`config.mk`:
```
export PLATFORM = sky130hd
export DESIGN_NAME = ercm_div16_8
export DESIGN_NICKNAME = d
export VERILOG_FILES = /design/src/rtl/ercm_div_pkg.sv /design/src/rtl/ercm_div_step.sv /design/src/rtl/ercm_div16_8.sv
export SDC_FILE = /design/constraint.sdc
export NUM_CORES = 1
export LEC_CHECK = 0
export ABC_AREA = 1
export BUFFER_PORTS_ARGS = -buffer_cell sky130_fd_sc_hd__buf_2
export CORE_MARGIN = 2
export CORE_UTILIZATION = 61
export DETAILED_ROUTE_END_ITERATION = 12
export PLACE_DENSITY = 0.88
export SLEW_MARGIN = 20
export SYNTH_ARGS = -nofsm -noshare
export SYNTH_HDL_FRONTEND = slang
export SYNTH_SLANG_ARGS = --single-unit
```
`constraint.sdc`:
```
create_clock -name clk -period 4.8 [get_ports clk]
set_clock_uncertainty 0.15 [all_clocks]
set_input_delay 0.72 -clock clk [delete_from_list [all_inputs] [get_ports clk]]
set_output_delay 0.72 -clock clk [all_outputs]
set_load 0.03 [all_outputs]
```
`src/rtl/ercm_div_pkg.sv`:
```
// Shared definitions for the ERCM restoring divider: FSM state encoding and
// default datapath widths.
package ercm_div_pkg;

  localparam int unsigned DIV_W     = 8;  // divisor / quotient width
  localparam int unsigned DIV_CNT_W = 4;  // iteration counter width, >= $clog2(DIV_W+1)

  typedef enum logic [1:0] {
    IDLE = 2'd0,
    CALC = 2'd1,
    DONE = 2'd2
  } state_e;

endpackage

```
`src/rtl/ercm_div_step.sv`:
```
// Single combinational restoring-division step: compares the shifted partial
// remainder against the divisor and subtracts when it fits.
module ercm_div_step #(
  parameter int unsigned W = 8
) (
  input  logic [W:0]   p_i,    // partial remainder shifted left with next dividend bit
  input  logic [W-1:0] div_i,  // divisor
  output logic [W-1:0] p_o,    // updated partial remainder (always < divisor)
  output logic         q_o     // quotient bit
);

  // Trial subtract; the result is known to fit in W bits whenever it is taken.
  always_comb begin
    q_o = (p_i >= {1'b0, div_i});
    p_o = q_o ? W'(p_i - {1'b0, div_i}) : p_i[W-1:0];
  end

endmodule

```
`src/rtl/ercm_div16_8.sv`:
```
// Sequential restoring divider, 2W-bit dividend / W-bit divisor, one op in
// flight behind valid/ready handshakes. Define ERCM_DIV_REM_EN to expose the
// remainder on rem_o; otherwise the remainder stays internal.
module ercm_div16_8
  import ercm_div_pkg::*;
#(
  parameter int unsigned W     = DIV_W,
  parameter int unsigned CNT_W = DIV_CNT_W
) (
  input  logic           clk,
  input  logic           rst,
  input  logic [2*W-1:0] dat_in_a,
  input  logic [W-1:0]   dat_in_b,
  input  logic           in_vld,
  output logic           in_rdy,
  output logic [W-1:0]   dat_o,
`ifdef ERCM_DIV_REM_EN
  output logic [W-1:0]   rem_o,
`endif
  output logic           dz_o,
  output logic           ovf_o,
  output logic           out_vld,
  input  logic           out_rdy
);

  localparam logic [CNT_W-1:0] LAST_CNT = CNT_W'(W - 1);

  state_e           state_q, state_d;
  logic [CNT_W-1:0] cnt_q, cnt_d;
  logic [W-1:0]     p_q, p_d;      // partial remainder
  logic [W-1:0]     sh_q, sh_d;    // low dividend bits shift out the top, quotient bits enter the bottom
  logic [W-1:0]     div_q, div_d;
  logic [W-1:0]     dat_q, dat_d;
  logic             dz_q, dz_d;
  logic             ovf_q, ovf_d;
`ifdef ERCM_DIV_REM_EN
  logic [W-1:0]     rem_q, rem_d;
`endif

  logic [W-1:0]     step_p;
  logic             step_q;

  ercm_div_step #(.W(W)) u_step (
    .p_i   ({p_q, sh_q[W-1]}),
    .div_i (div_q),
    .p_o   (step_p),
    .q_o   (step_q)
  );

  // Next-state, datapath and handshake outputs.
  always_comb begin
    state_d = state_q;
    cnt_d   = cnt_q;
    p_d     = p_q;
    sh_d    = sh_q;
    div_d   = div_q;
    dat_d   = dat_q;
    dz_d    = dz_q;
    ovf_d   = ovf_q;
`ifdef ERCM_DIV_REM_EN
    rem_d   = rem_q;
`endif
    in_rdy  = (state_q == IDLE);
    out_vld = (state_q == DONE);

    unique case (state_q)
      IDLE: begin
        if (in_vld) begin
          if (dat_in_b == '0) begin
            state_d = DONE;
            dz_d    = 1'b1;
            ovf_d   = 1'b0;
            dat_d   = '1;
`ifdef ERCM_DIV_REM_EN
            rem_d   = dat_in_a[W-1:0];
`endif
          end else if (dat_in_a[2*W-1:W] >= dat_in_b) begin
            state_d = DONE;
            dz_d    = 1'b0;
            ovf_d   = 1'b1;
            dat_d   = '1;
`ifdef ERCM_DIV_REM_EN
            rem_d   = '0;
`endif
          end else begin
            state_d = CALC;
            cnt_d   = '0;
            p_d     = dat_in_a[2*W-1:W];
            sh_d    = dat_in_a[W-1:0];
            div_d   = dat_in_b;
          end
        end
      end
      CALC: begin
        p_d   = step_p;
        sh_d  = {sh_q[W-2:0], step_q};
        cnt_d = cnt_q + 1'b1;
        if (cnt_q == LAST_CNT) begin
          state_d = DONE;
          dat_d   = {sh_q[W-2:0], step_q};
          dz_d    = 1'b0;
          ovf_d   = 1'b0;
`ifdef ERCM_DIV_REM_EN
          rem_d   = step_p;
`endif
        end
      end
      DONE: begin
        if (out_rdy) state_d = IDLE;
      end
      default: state_d = IDLE;
    endcase
  end

  // State and datapath registers with synchronous reset.
  always_ff @(posedge clk) begin
    if (rst) begin
      state_q <= IDLE;
      cnt_q   <= '0;
      p_q     <= '0;
      sh_q    <= '0;
      div_q   <= '0;
      dat_q   <= '0;
      dz_q    <= 1'b0;
      ovf_q   <= 1'b0;
`ifdef ERCM_DIV_REM_EN
      rem_q   <= '0;
`endif
    end else begin
      state_q <= state_d;
      cnt_q   <= cnt_d;
      p_q     <= p_d;
      sh_q    <= sh_d;
      div_q   <= div_d;
      dat_q   <= dat_d;
      dz_q    <= dz_d;
      ovf_q   <= ovf_d;
`ifdef ERCM_DIV_REM_EN
      rem_q   <= rem_d;
`endif
    end
  end

  assign dat_o = dat_q;
  assign dz_o  = dz_q;
  assign ovf_o = ovf_q;
`ifdef ERCM_DIV_REM_EN
  assign rem_o = rem_q;
`endif

endmodule

```
==> results by group, run 1 <==
Status
  • Run status: complete, no violations

Critical path
  • Data arrival, critical path: 2.66 ns
  • Worst-path cell chain: buf_2 -> inv_1 -> ha_1 -> a21o_1 -> nor3_2 -> nand3_1 -> nor2_2 -> nand2_1 -> a21oi_1
  • CP top delay family: simple AND/OR/NAND/NOR gates
  • Slowest cell on the critical path: nor2_2
  • Worst stage delay on the critical path: 0.43 ns
  • Worst R2R End: sh_q[7]$_SDFFE_PP0P_
  • Endpoint type of the worst setup path: register
  • R2r worst-path depth: 8
  • Classification of the worst setup path: in2reg
  • Setup crit start kind: input port
  • Data required time at the worst endpoint: 4.88 ns
  • Minimum setup slack among reg-to-reg paths: 2.31 ns
  • Critical-path maximum fanout: 13
  • CP Buf/Inv Count: 2
  • Worst flop-to-flop path startpoint: state_q[0]$_SDFFE_PP0P_

Yosys
  • Cells after Synth: 406
  • Top area cells in the synthesized netlist: dfxtp_1 (31%), nand2_1 (18%), ha_1 (8.4%)
  • Average size of a mapped cell: 6.268 µm²
  • Mapped cell area: 2545 µm²
  • Nets in the synthesized netlist: 452
  • Number of register bits inferred by synthesis: 40
  • Biggest area consumer among synthesized cells: dfxtp_1
  • Sequential share of the synthesized area: 0.3147
  • Synth warn: 0
  • Number of distinct standard cells referenced by the synthesized netlist: 25
  • Area share of the largest cell type after synthesis: 0.3147

STA
  • Max Freq: 0.3873 GHz
  • Number of hold violations in the final report: 0
  • Worst slew margin relative to its limit: 0.3953
  • Final Max Tran Viols: 0
  • Final critical delay including setup and external delays: 2.582 ns
  • Unrepaired setup endpoints after global routing: false
  • Accumulated negative setup slack: 0 ns
  • Portion of the clock cycle consumed by the worst path in the final layout: 0.5380
  • Least-Margin Pin Slew: 0.9061 ns
  • Number of failing setup endpoints in the final timing report: 0

Finish
  • Area growth, synth to finish: 12.68%
  • Number of antenna cells inserted: 0
  • Final net count: 486
  • Fraction of layout instances using a drive strength above 1: 0.1542
  • Final cell utilization of the core: 0.7169

Clocking
  • Number of levels the H-tree was split into: 2
  • Post-CTS Hold Fix Bufs: 0
  • Maximum number of buffers from clock root to sink: 2
  • Number of sinks handled by clock tree synthesis: 40
  • Count of instances resized after the clock tree is built: 0
  • CTS buffer count: 5
  • CTS clk-pin slew, worst paths: 0.08 ns
  • CTS Root Cell: clkbuf_8
  • Number of buffers added for setup after CTS: 0
  • Clock tree from TritonCTS: built
  • Clock network latency to the later pin of the worst-skew pair: 0.29 ns

Floorplan
  • Chip width: 68.59 µm
  • FP Rows: 23
  • DIE AREA: 4705 µm²
  • Die Y-Extent: 68.59 µm
  • I/O pin count: 40
  • Starting Density: 0.6362
  • CORE AREA: 4000 µm²

GRT
  • Sum of overflow across all layers after global routing: 0
  • Number of global-route vias before repair: 2272
  • Maximum number of pins on one net before global-route repair: 26
  • Total routing resource utilization after global routing: 0.2866
  • Initial antenna violation count: 0
  • Global-route wire length before repair: 10.05 mm

Power
  • PD cells: 468.4 nW/µm²
  • Leak Pwr: 0.001482 µW
  • Worst vdd ir: 0.2401 mV

Route
  • First-pass iteration count of the detailed router: 5
  • Number of vias after detailed routing: 2637
  • Avg Vias per Cell: 5.371
  • Detailed-route wire length: 6.221 mm
  • Wire length per cell after detailed routing: 12.67 µm
  • Violation count after the first detailed-route iteration: 153
  • Detailed-route DRC error count: 0
  • Antenna-violating nets left: 0

Worst hold path
  • Start point of the worst min-delay path: dat_o[6]$_SDFFE_PP0P_
  • Worst hold path type: reg2reg
  • Count of cells along the worst hold path: 2
  • Worst Hold Path EP: dat_o[6]$_SDFFE_PP0P_

Placed design
  • GPL Wtd Cong: 0.9994
  • DP HPWL: 4.608 mm
  • Port Buf Inserts: 39

Run
  • Max-cap viol count: 0
[flip-flops by register name (all words and copies together), names as in the netlist]
register,cells
cnt_q,4
dat_o,8
div_q,8
dz_o,1
ovf_o,1
p_q,8
sh_q,8
state_q,2
[synthesized netlist by cell type (all sizes together)]
master / count
clkinv: 1
buf: 4
nor2: 53
nand3: 40
a21oi: 30
fa: 1
nand4: 6
nand2: 126
xor2: 1
dfxtp: 40
inv: 52
or2: 8
ha: 17
xnor2: 2
nor3: 4
a21o: 1
o21ai: 12
clkbuf: 8
[layer usage]
layer | track usage | up-vias | part of all wire
met5 | 0 | - | 0
met4 | 0.1125 | 0 | 0.016
met3 | 0.05357 | 14 | 0.065
met2 | 0.4375 | 93 | 0.45
met1 | 0.3982 | 1185 | 0.47
li1 | - | 1345 | -
[cell usage in the layout (no fill, tap or decap), types with 6 or more instances in the layout]
master	synthesis	layout
dfxtp_1	40	40
inv_1	49	49
nor2_1	48	48
nand4_1	6	6
ha_1	17	17
o21ai_0	9	9
a21oi_1	30	30
or2_2	8	8
buf_2	3	39
nand3_1	40	40
clkbuf_8	0	6
nand2_1	122	122
[metrics by stage]
step	cell area [µm²]	worst slack [ns]	cells	power (µW)	hold slack [ns]
after global placement	2746	1.975	483	1025	0.2919
after global routing	2868	2.006	491	1439	0.3336
final	2868	2.218	491	1343	0.3151
after detailed placement	2746	1.970	483	1038	0.3004
after CTS	2868	2.256	491	1334	0.3181
after floorplan	2545	2.529	406	911.6	0.2825
[how the worst max path moves through the flow]
stage | to | startpoint | cells after the start
3_3_place_gp | div_q[7]$_SDFFE_PP0P_ | dat_in_b[7] | 9
2_1_floorplan | cnt_q[0]$_SDFFE_PP0P_ | dat_in_b[7] | 10
3_5_place_dp | div_q[7]$_SDFFE_PP0P_ | dat_in_b[7] | 9
6_report | div_q[0]$_SDFFE_PP0P_ | dat_in_b[7] | 9
4_1_cts | dat_o[2]$_SDFFE_PP0P_ | dat_in_b[7] | 9
5_1_grt | div_q[5]$_SDFFE_PP0P_ | dat_in_b[7] | 9
[power breakdown]
part / switching [µW] / leakage (µW) / internal, µW / total, µW
logic: 410 / 0.00109 / 204 / 614
registers: 38.9 / 0.000329 / 393 / 432
clock network: 128 / 0.0000614 / 170 / 298
total: 577 / 0.00148 / 767 / 1340
[area by class of cell]
type                    instances  area, µm²
fillers                       326       1132
inverters                      53      198.9
repair buffers                 39      195.2
well taps                      50      62.56
flip-flops and latches         40      800.8
clock inverters                 2      38.79
multi-input cells             301       1489
clock buffers                   6      82.58
[tightest hold or removal path: stages, from the launching register on]
cell and delay [ns]:
dfxtp_1 0.31, nand2_1 0.06, a21oi_1 0.05
[kinds of logic after synthesis]
| family | Yosys count | synth area share |
|---|---|---|
| and+or+nand+nor | 237 | 0.3977 |
| adders and majority gates | 18 | 0.09144 |
| xor gates and xnor gates | 3 | 0.01033 |
| buffers and inverters | 65 | 0.1003 |
| DFF | 40 | 0.3147 |
| AOI/OAI and AO/OA | 43 | 0.08554 |
(Power assumes the default switching activity.)
==> inputs of run 2 (changes only) <==
--- a/config.mk
+++ b/config.mk
@@ -8,9 +8,9 @@
 export ABC_AREA = 1
 export BUFFER_PORTS_ARGS = -buffer_cell sky130_fd_sc_hd__buf_2
 export CORE_MARGIN = 2
-export CORE_UTILIZATION = 61
+export CORE_UTILIZATION = 51
 export DETAILED_ROUTE_END_ITERATION = 12
-export PLACE_DENSITY = 0.88
+export PLACE_DENSITY = 0.79
 export SLEW_MARGIN = 20
 export SYNTH_ARGS = -nofsm -noshare
 export SYNTH_HDL_FRONTEND = slang
==> constraint.sdc (replaced) <==
create_clock -name clk -period 2.2 [get_ports clk]
set_clock_uncertainty 0.15 [all_clocks]
set_input_delay 0.33 -clock clk [delete_from_list [all_inputs] [get_ports clk]]
set_output_delay 0.33 -clock clk [all_outputs]
set_load 0.03 [all_outputs]
==> results by group, run 2 (synthesis results as in run 1) <==
Finish
  • Final net count: 496 (was 486)
  • Number of antenna cells inserted: 0 (unchanged)
  • Fill cells: 465 (was 326)
  • Area growth, synth to finish: 17.01% (was 12.68%)
  • Post-route insts no fill: 518 (was 491)
  • Fraction of layout instances using a drive strength above 1: 0.1774 (was 0.1542)
  • Commonest cells after routing, fill and taps aside: nand2_1 (122), inv_1 (49), nor2_1 (48) (unchanged)
  • Commonest non-fill, non-tap cell in the layout: nand2_1 (unchanged)

STA
  • Least-Margin Pin Slew: 0.5413 ns (was 0.9061 ns)
  • Number of hold violations in the final report: 0 (unchanged)
  • Final critical delay including setup and external delays: 2.035 ns
  • Worst slew margin relative to its limit: 0.6369 (was 0.3953)
  • Max Freq: 0.4913 GHz
  • Unrepaired setup endpoints after global routing: false (unchanged)
  • Accumulated negative setup slack: 0 ns (unchanged)
  • Final critical-path setup slack: 0.1646 ns (was 2.218 ns)
  • Final Max Tran Viols: 0 (unchanged)
  • Portion of the clock cycle consumed by the worst path in the final layout: 0.9252
  • Number of failing setup endpoints in the final timing report: 0 (unchanged)

Clocking
  • Number of levels the H-tree was split into: 2 (unchanged)
  • CTS Root Cell: clkbuf_8 (unchanged)
  • Number of sinks handled by clock tree synthesis: 40 (unchanged)
  • Clock tree from TritonCTS: built (unchanged)
  • Count of instances resized after the clock tree is built: 0 (unchanged)
  • Post-CTS Hold Fix Bufs: 0 (unchanged)
  • CTS buffer count: 5 (unchanged)
  • CTS clk-pin slew, worst paths: 0.08 ns (about the same)
  • Clock network latency to the later pin of the worst-skew pair: 0.29 ns (about the same)
  • Maximum number of buffers from clock root to sink: 2 (unchanged)
  • Number of buffers added for setup after CTS: 0 (unchanged)

Floorplan
  • DIE AREA: 5571 µm² (was 4705 µm²)
  • Chip width: 74.64 µm (was 68.59 µm)
  • Starting Density: 0.5353 (was 0.6362)
  • I/O pin count: 40 (unchanged)
  • FP Rows: 25 (was 23)
  • Die Y-Extent: 74.64 µm (was 68.59 µm)
  • CORE AREA: 4755 µm² (was 4000 µm²)

Power
  • Leak Pwr: 0.001522 µW (was 0.001482 µW)
  • Worst vdd ir: 0.6366 mV (was 0.2401 mV)
  • Pwr Total: 2972 µW (was 1343 µW)
  • PD cells: 998.0 nW/µm² (was 468.4 nW/µm²)
  • Net switching power figure: 1263 µW (was 576.8 µW)
  • Sequential cell fraction of total power: 0.317 (was 0.321)
  • Switching share of total power: 0.4249 (was 0.4293)
  • Clock power frac: 0.207 (was 0.222)
  • Part of the total power dissipated in combinational logic: 0.475 (was 0.457)
  • Internal Pwr Total: 1709 µW (was 766.6 µW)

Worst hold path
  • Worst hold path type: in2reg (was reg2reg)

Route
  • Number of vias after detailed routing: 2670 (was 2637)
  • Wire length per cell after detailed routing: 12.13 µm (was 12.67 µm)
  • Avg Vias per Cell: 5.154 (was 5.371)
  • Detailed-route wire length: 6.285 mm (was 6.221 mm)
  • Violation count after the first detailed-route iteration: 178 (was 153)
  • First-pass iteration count of the detailed router: 4 (was 5)
  • Detailed-route DRC error count: 0 (unchanged)
  • Antenna-violating nets left: 0 (unchanged)

GRT
  • Global-route wire length before repair: 10.76 mm (was 10.05 mm)
  • Total routing resource utilization after global routing: 0.2487 (was 0.2866)
  • Sum of overflow across all layers after global routing: 0 (unchanged)
  • Initial antenna violation count: 0 (unchanged)
  • Number of global-route vias before repair: 2437 (was 2272)
  • Maximum number of pins on one net before global-route repair: 24 (was 26)

Critical path
  • Slowest cell on the critical path: fa_1 (was nor2_2)
  • Data required time at the worst endpoint: 2.24 ns (was 4.88 ns)
  • Critical-path maximum fanout: 3 (was 13)
  • Startpoint of the worst setup timing path: sh_q[7]$_SDFFE_PP0P_ (was dat_in_b[7])
  • Instance count on the critical path: 10 (was 9)
  • Minimum setup slack among reg-to-reg paths: 0.16 ns (was 2.31 ns)
  • Worst R2R End: p_q[4]$_SDFFE_PP0P_ (was sh_q[7]$_SDFFE_PP0P_)
  • CP most frequent cell: nor2_1
  • Endpoint type of the worst setup path: register (unchanged)
  • CP Buf/Inv Count: 1 (was 2)
  • Worst stage delay on the critical path: 0.41 ns (was 0.43 ns)
  • Worst flop-to-flop path startpoint: sh_q[7]$_SDFFE_PP0P_ (was state_q[0]$_SDFFE_PP0P_)
  • Classification of the worst setup path: reg2reg (was in2reg)
  • Worst-path cell chain: inv_1 -> ha_1 -> fa_1 -> nor2_1 -> nor2_1 -> xnor2_1 -> nand3_1 -> nand3_1 -> nor2_1 -> nor2_1 (was buf_2 -> inv_1 -> ha_1 -> a21o_1 -> nor3_2 -> nand3_1 -> nor2_2 -> nand2_1 -> a21oi_1)
  • R2r worst-path depth: 10 (was 8)
  • CP top delay family: adder cells (was simple AND/OR/NAND/NOR gates)
  • Setup crit start kind: register (was input port)
  • Crit path capture: p_q[4]$_SDFFE_PP0P_ (was div_q[0]$_SDFFE_PP0P_)
  • Data arrival, critical path: 2.08 ns (was 2.66 ns)

Placed design
  • DP HPWL: 4.775 mm (was 4.608 mm)
  • GPL Wtd Cong: 0.9447 (was 0.9994)
  • Pre-CTS setup slack: 0.06423 ns (was 1.970 ns)
  • Port Buf Inserts: 39 (unchanged)
  • Placed insts: 510 (was 483)

Run
  • Max-cap viol count: 0 (unchanged)

Status
  • Run status: complete, no violations (unchanged)
[run 2: changes by cell type in the layout (fill, tap and decap cells not counted)]
cell        before  now
nor2_2           5    4
nor2_4           0    1
buf_4            0   10
clkinvlp_4       0    1
clkinv_4         1    0
inv_6            0    1
clkbuf_8         6    5
ha_4             0    1
ha_1            17   15
ha_2             0    1
[run 2: power by group through the flow]
stage / combinational, µW / sequential [µW] / clock, µW
3_3_place_gp: 1350 / 953 / 0
2_1_floorplan: 972 / 1020 / 0
3_5_place_dp: 1380 / 953 / 0
6_report: 1410 / 943 / 616
5_1_grt: 1600 / 958 / 657
4_1_cts: 1390 / 939 / 622
[run 2: per-stage QoR]
stage               instance area (µm²)    util  hold slack [ns]
floorplan                          2545       -           0.2825
global route                       2978  0.6263           0.1580
finish                             2978  0.6263           0.1431
CTS                                2958  0.6221           0.1426
detailed placement                 2843  0.5979           0.3009
global placement                   2843  0.5979           0.2921
[run 2: worst reg2reg max path, cell delays in order, from the launching register on]
cell and delay [ns]:
dfxtp_1 0.40, inv_1 0.06, ha_1 0.22, fa_1 0.41, nor2_1 0.16, nor2_1 0.07, xnor2_1 0.12, nand3_1 0.08
nand3_1 0.09, nor2_1 0.13, nor2_1 0.05
[run 2: area by class of cell]
cell class	count	area, µm²	area share
tap	67	83.83	0.02815
inverter	53	198.9	0.06681
multi-input combinational	301	1509	0.5067
sequential	40	800.8	0.2689
timing repair buffer	49	270.3	0.09076
clock inverter	3	46.29	0.01555
clock buffer	5	68.82	0.02311
[run 2: worst min path at each step]
stage / start / endpoint / slack, ns / cells after the start
after CTS: out_rdy / state_q[1]$_SDFFE_PP0P_ / 0.14 / 4
after detailed placement: dat_o[7]$_SDFFE_PP0P_ / dat_o[7]$_SDFFE_PP0P_ / 0.30 / 2
final: out_rdy / state_q[1]$_SDFFE_PP0P_ / 0.14 / 4
after global placement: sh_q[1]$_SDFFE_PP0P_ / sh_q[1]$_SDFFE_PP0P_ / 0.29 / 2
after global routing: dat_in_b[2] / div_q[2]$_SDFFE_PP0P_ / 0.16 / 3
after floorplan: sh_q[1]$_SDFFE_PP0P_ / sh_q[1]$_SDFFE_PP0P_ / 0.28 / 2
[run 2: layer usage]
metal,wire length [µm],global-route usage
met2,2835,0.3864
met3,325,0.04284
met5,0,0
met1,2976,0.3461
met4,148,0.09722
==> inputs of run 3 (changes only) <==
--- a/config.mk
+++ b/config.mk
@@ -10,7 +10,9 @@
 export CORE_MARGIN = 2
 export CORE_UTILIZATION = 51
 export DETAILED_ROUTE_END_ITERATION = 12
+export GPL_ROUTABILITY_DRIVEN = 0
 export PLACE_DENSITY = 0.79
+export REMOVE_ABC_BUFFERS = 1
 export SLEW_MARGIN = 20
 export SYNTH_ARGS = -nofsm -noshare
 export SYNTH_HDL_FRONTEND = slang
==> constraint.sdc (replaced) <==
create_clock -name clk -period 2.2 [get_ports clk]
set_clock_uncertainty 0.15 [all_clocks]
set_input_delay 0.33 -clock clk [delete_from_list [all_inputs] [get_ports clk]]
set_output_delay 0.33 -clock clk [all_outputs]
set_load 0.1 [all_outputs]
==> results by group, run 3 (synthesis results as in run 1) <==
Finish
  • Post-route insts no fill: 517 (was 518)
  • Area growth, synth to finish: 17.94% (was 17.01%)
  • Fraction of layout instances using a drive strength above 1: 0.1756 (was 0.1774)
  • Final net count: 496 (unchanged)
  • Commonest non-fill, non-tap cell in the layout: nand2_1 (unchanged)
  • Final cell utilization of the core: 0.6313 (was 0.6263)
  • Final design instance area without fill: 3002 µm² (was 2978 µm²)
  • Commonest cells after routing, fill and taps aside: nand2_1 (122), inv_1 (49), nor2_1 (48) (unchanged)
  • Number of antenna cells inserted: 0 (unchanged)

GRT
  • Number of global-route vias before repair: 2451 (was 2437)
  • Initial antenna violation count: 0 (unchanged)
  • Global-route wire length before repair: 10.94 mm (was 10.76 mm)
  • Total routing resource utilization after global routing: 0.2573 (was 0.2487)
  • Maximum number of pins on one net before global-route repair: 24 (unchanged)
  • Sum of overflow across all layers after global routing: 0 (unchanged)

Floorplan
  • Chip width: 74.64 µm (unchanged)
  • CORE AREA: 4755 µm² (unchanged)
  • I/O pin count: 40 (unchanged)
  • DIE AREA: 5571 µm² (unchanged)
  • Starting Density: 0.5353 (unchanged)
  • Die Y-Extent: 74.64 µm (unchanged)
  • FP Rows: 25 (unchanged)

STA
  • Max Freq: 0.4890 GHz (was 0.4913 GHz)
  • Number of failing setup endpoints in the final timing report: 0 (unchanged)
  • Number of hold violations in the final report: 0 (unchanged)
  • Least-Margin Pin Slew: 0.5832 ns (was 0.5413 ns)
  • Unrepaired setup endpoints after global routing: false (unchanged)
  • Worst slew margin relative to its limit: 0.6088 (was 0.6369)
  • Accumulated negative setup slack: 0 ns (unchanged)
  • Worst hold slack: 0.1378 ns (was 0.1431 ns)
  • Portion of the clock cycle consumed by the worst path in the final layout: 0.9296 (was 0.9252)
  • Final Max Tran Viols: 0 (unchanged)
  • Final critical delay including setup and external delays: 2.045 ns (was 2.035 ns)

Worst hold path
  • Worst hold path type: in2reg (unchanged)

Power
  • PD cells: 1115 nW/µm² (was 998.0 nW/µm²)
  • Worst vdd ir: 0.5899 mV (was 0.6366 mV)
  • Leak Pwr: 0.001535 µW (was 0.001522 µW)

Clocking
  • CTS Root Cell: clkbuf_8 (unchanged)
  • Post-CTS Hold Fix Bufs: 0 (unchanged)
  • Clock network latency to the later pin of the worst-skew pair: 0.30 ns (was 0.29 ns)
  • Clock tree from TritonCTS: built (unchanged)
  • Number of levels the H-tree was split into: 2 (unchanged)
  • Maximum number of buffers from clock root to sink: 2 (unchanged)
  • CTS buffer count: 5 (unchanged)
  • Number of sinks handled by clock tree synthesis: 40 (unchanged)
  • CTS clk-pin slew, worst paths: 0.08 ns (about the same)

Route
  • Antenna-violating nets left: 0 (unchanged)
  • Wire length per cell after detailed routing: 12.59 µm (was 12.13 µm)
  • Detailed-route DRC error count: 0 (unchanged)
  • First-pass iteration count of the detailed router: 5 (was 4)
  • Number of vias after detailed routing: 2651 (was 2670)
  • Violation count after the first detailed-route iteration: 186 (was 178)
  • Detailed-route wire length: 6.509 mm (was 6.285 mm)
  • Avg Vias per Cell: 5.128 (was 5.154)

Placed design
  • Placed insts: 510 (unchanged)
  • Post-placement cell area: 2843 µm² (unchanged)
  • DP HPWL: 4.910 mm (was 4.775 mm)
  • Port Buf Inserts: 39 (unchanged)

Run
  • Max-cap viol count: 0 (unchanged)

Status
  • Run status: complete, no violations (unchanged)

Critical path
  • Classification of the worst setup path: reg2reg (unchanged)
  • Endpoint type of the worst setup path: register (unchanged)
  • Data required time at the worst endpoint: 2.24 ns (about the same)
  • Data arrival, critical path: 2.09 ns (was 2.08 ns)
  • Critical-path maximum fanout: 3 (unchanged)
  • Setup crit start kind: register (unchanged)
==> run 3: cell types whose count changed in the layout (fill, tap and decap cells not counted) <==
cell        change
bufinv_16       +1
clkinvlp_4      -1
ha_2            -1
ha_4            +1
inv_6           -1
==> run 3: repair_timing <==
| item | 4_1_cts | 5_1_grt |
|---|---|---|
| endpoints found under the setup margin | 0 | 8 |
| resized for setup | 0 | 4 |
| buffers inserted | 0 | 0 |
==> run 3: layout make-up <==
class	instances	area [µm²]
Inverter	53	198.9
Tap cell	67	83.83
Multi-Input combinational cell	301	1519
Timing Repair Buffer	49	270.3
Fill cell	482	1753
Clock inverter	2	60.06
Clock buffer	5	68.82
Sequential cell	40	800.8
==> run 3: layer usage <==
metal,global-route usage,vias up,part of all wire
li1,-,1367,-
met1,0.3571,1191,0.46
met2,0.4090,86,0.47
met3,0.04418,7,0.066
met4,0.08333,0,0.011
met5,0,-,0
==> run 3: power by group <==
part	switching, µW	internal (µW)	leakage, µW
registers	87.0	857	0.000329
clock network	265	447	0.0000642
logic	1180	514	0.00114
total	1530	1820	0.00153
==> run 3: worst max-delay path, cell delays in order (launching register included) <==
cell	delay, ns
dfxtp_1	0.38
inv_1	0.06
ha_1	0.23
fa_1	0.41
nor2_1	0.20
nand2_1	0.09
nand4_1	0.08
nand2_1	0.06
nand3_1	0.07
nand3_1	0.07
nor2_1	0.10
nor2_1	0.04
==> run 3: final timing paths <==
path	slack, ns	depth (start not counted)	start	endpoint
worst max register to register	0.15	11	sh_q[7]$_SDFFE_PP0P_	p_q[6]$_SDFFE_PP0P_
worst min register to register	0.31	2	dat_o[1]$_SDFFE_PP0P_	dat_o[1]$_SDFFE_PP0P_
worst max-delay path	0.15	11	sh_q[7]$_SDFFE_PP0P_	p_q[6]$_SDFFE_PP0P_
worst min-delay path	0.14	3	dat_in_b[4]	div_q[4]$_SDFFE_PP0P_
==> run 3: metrics by stage <==
step           total power (µW)  setup WS [ns]
3_5_place_dp               2603        0.03783
6_report                   3348         0.1550
5_1_grt                    3592        0.01535
3_3_place_gp               2568        0.09406
2_1_floorplan              2207        -0.2828
4_1_cts                    3314         0.1036
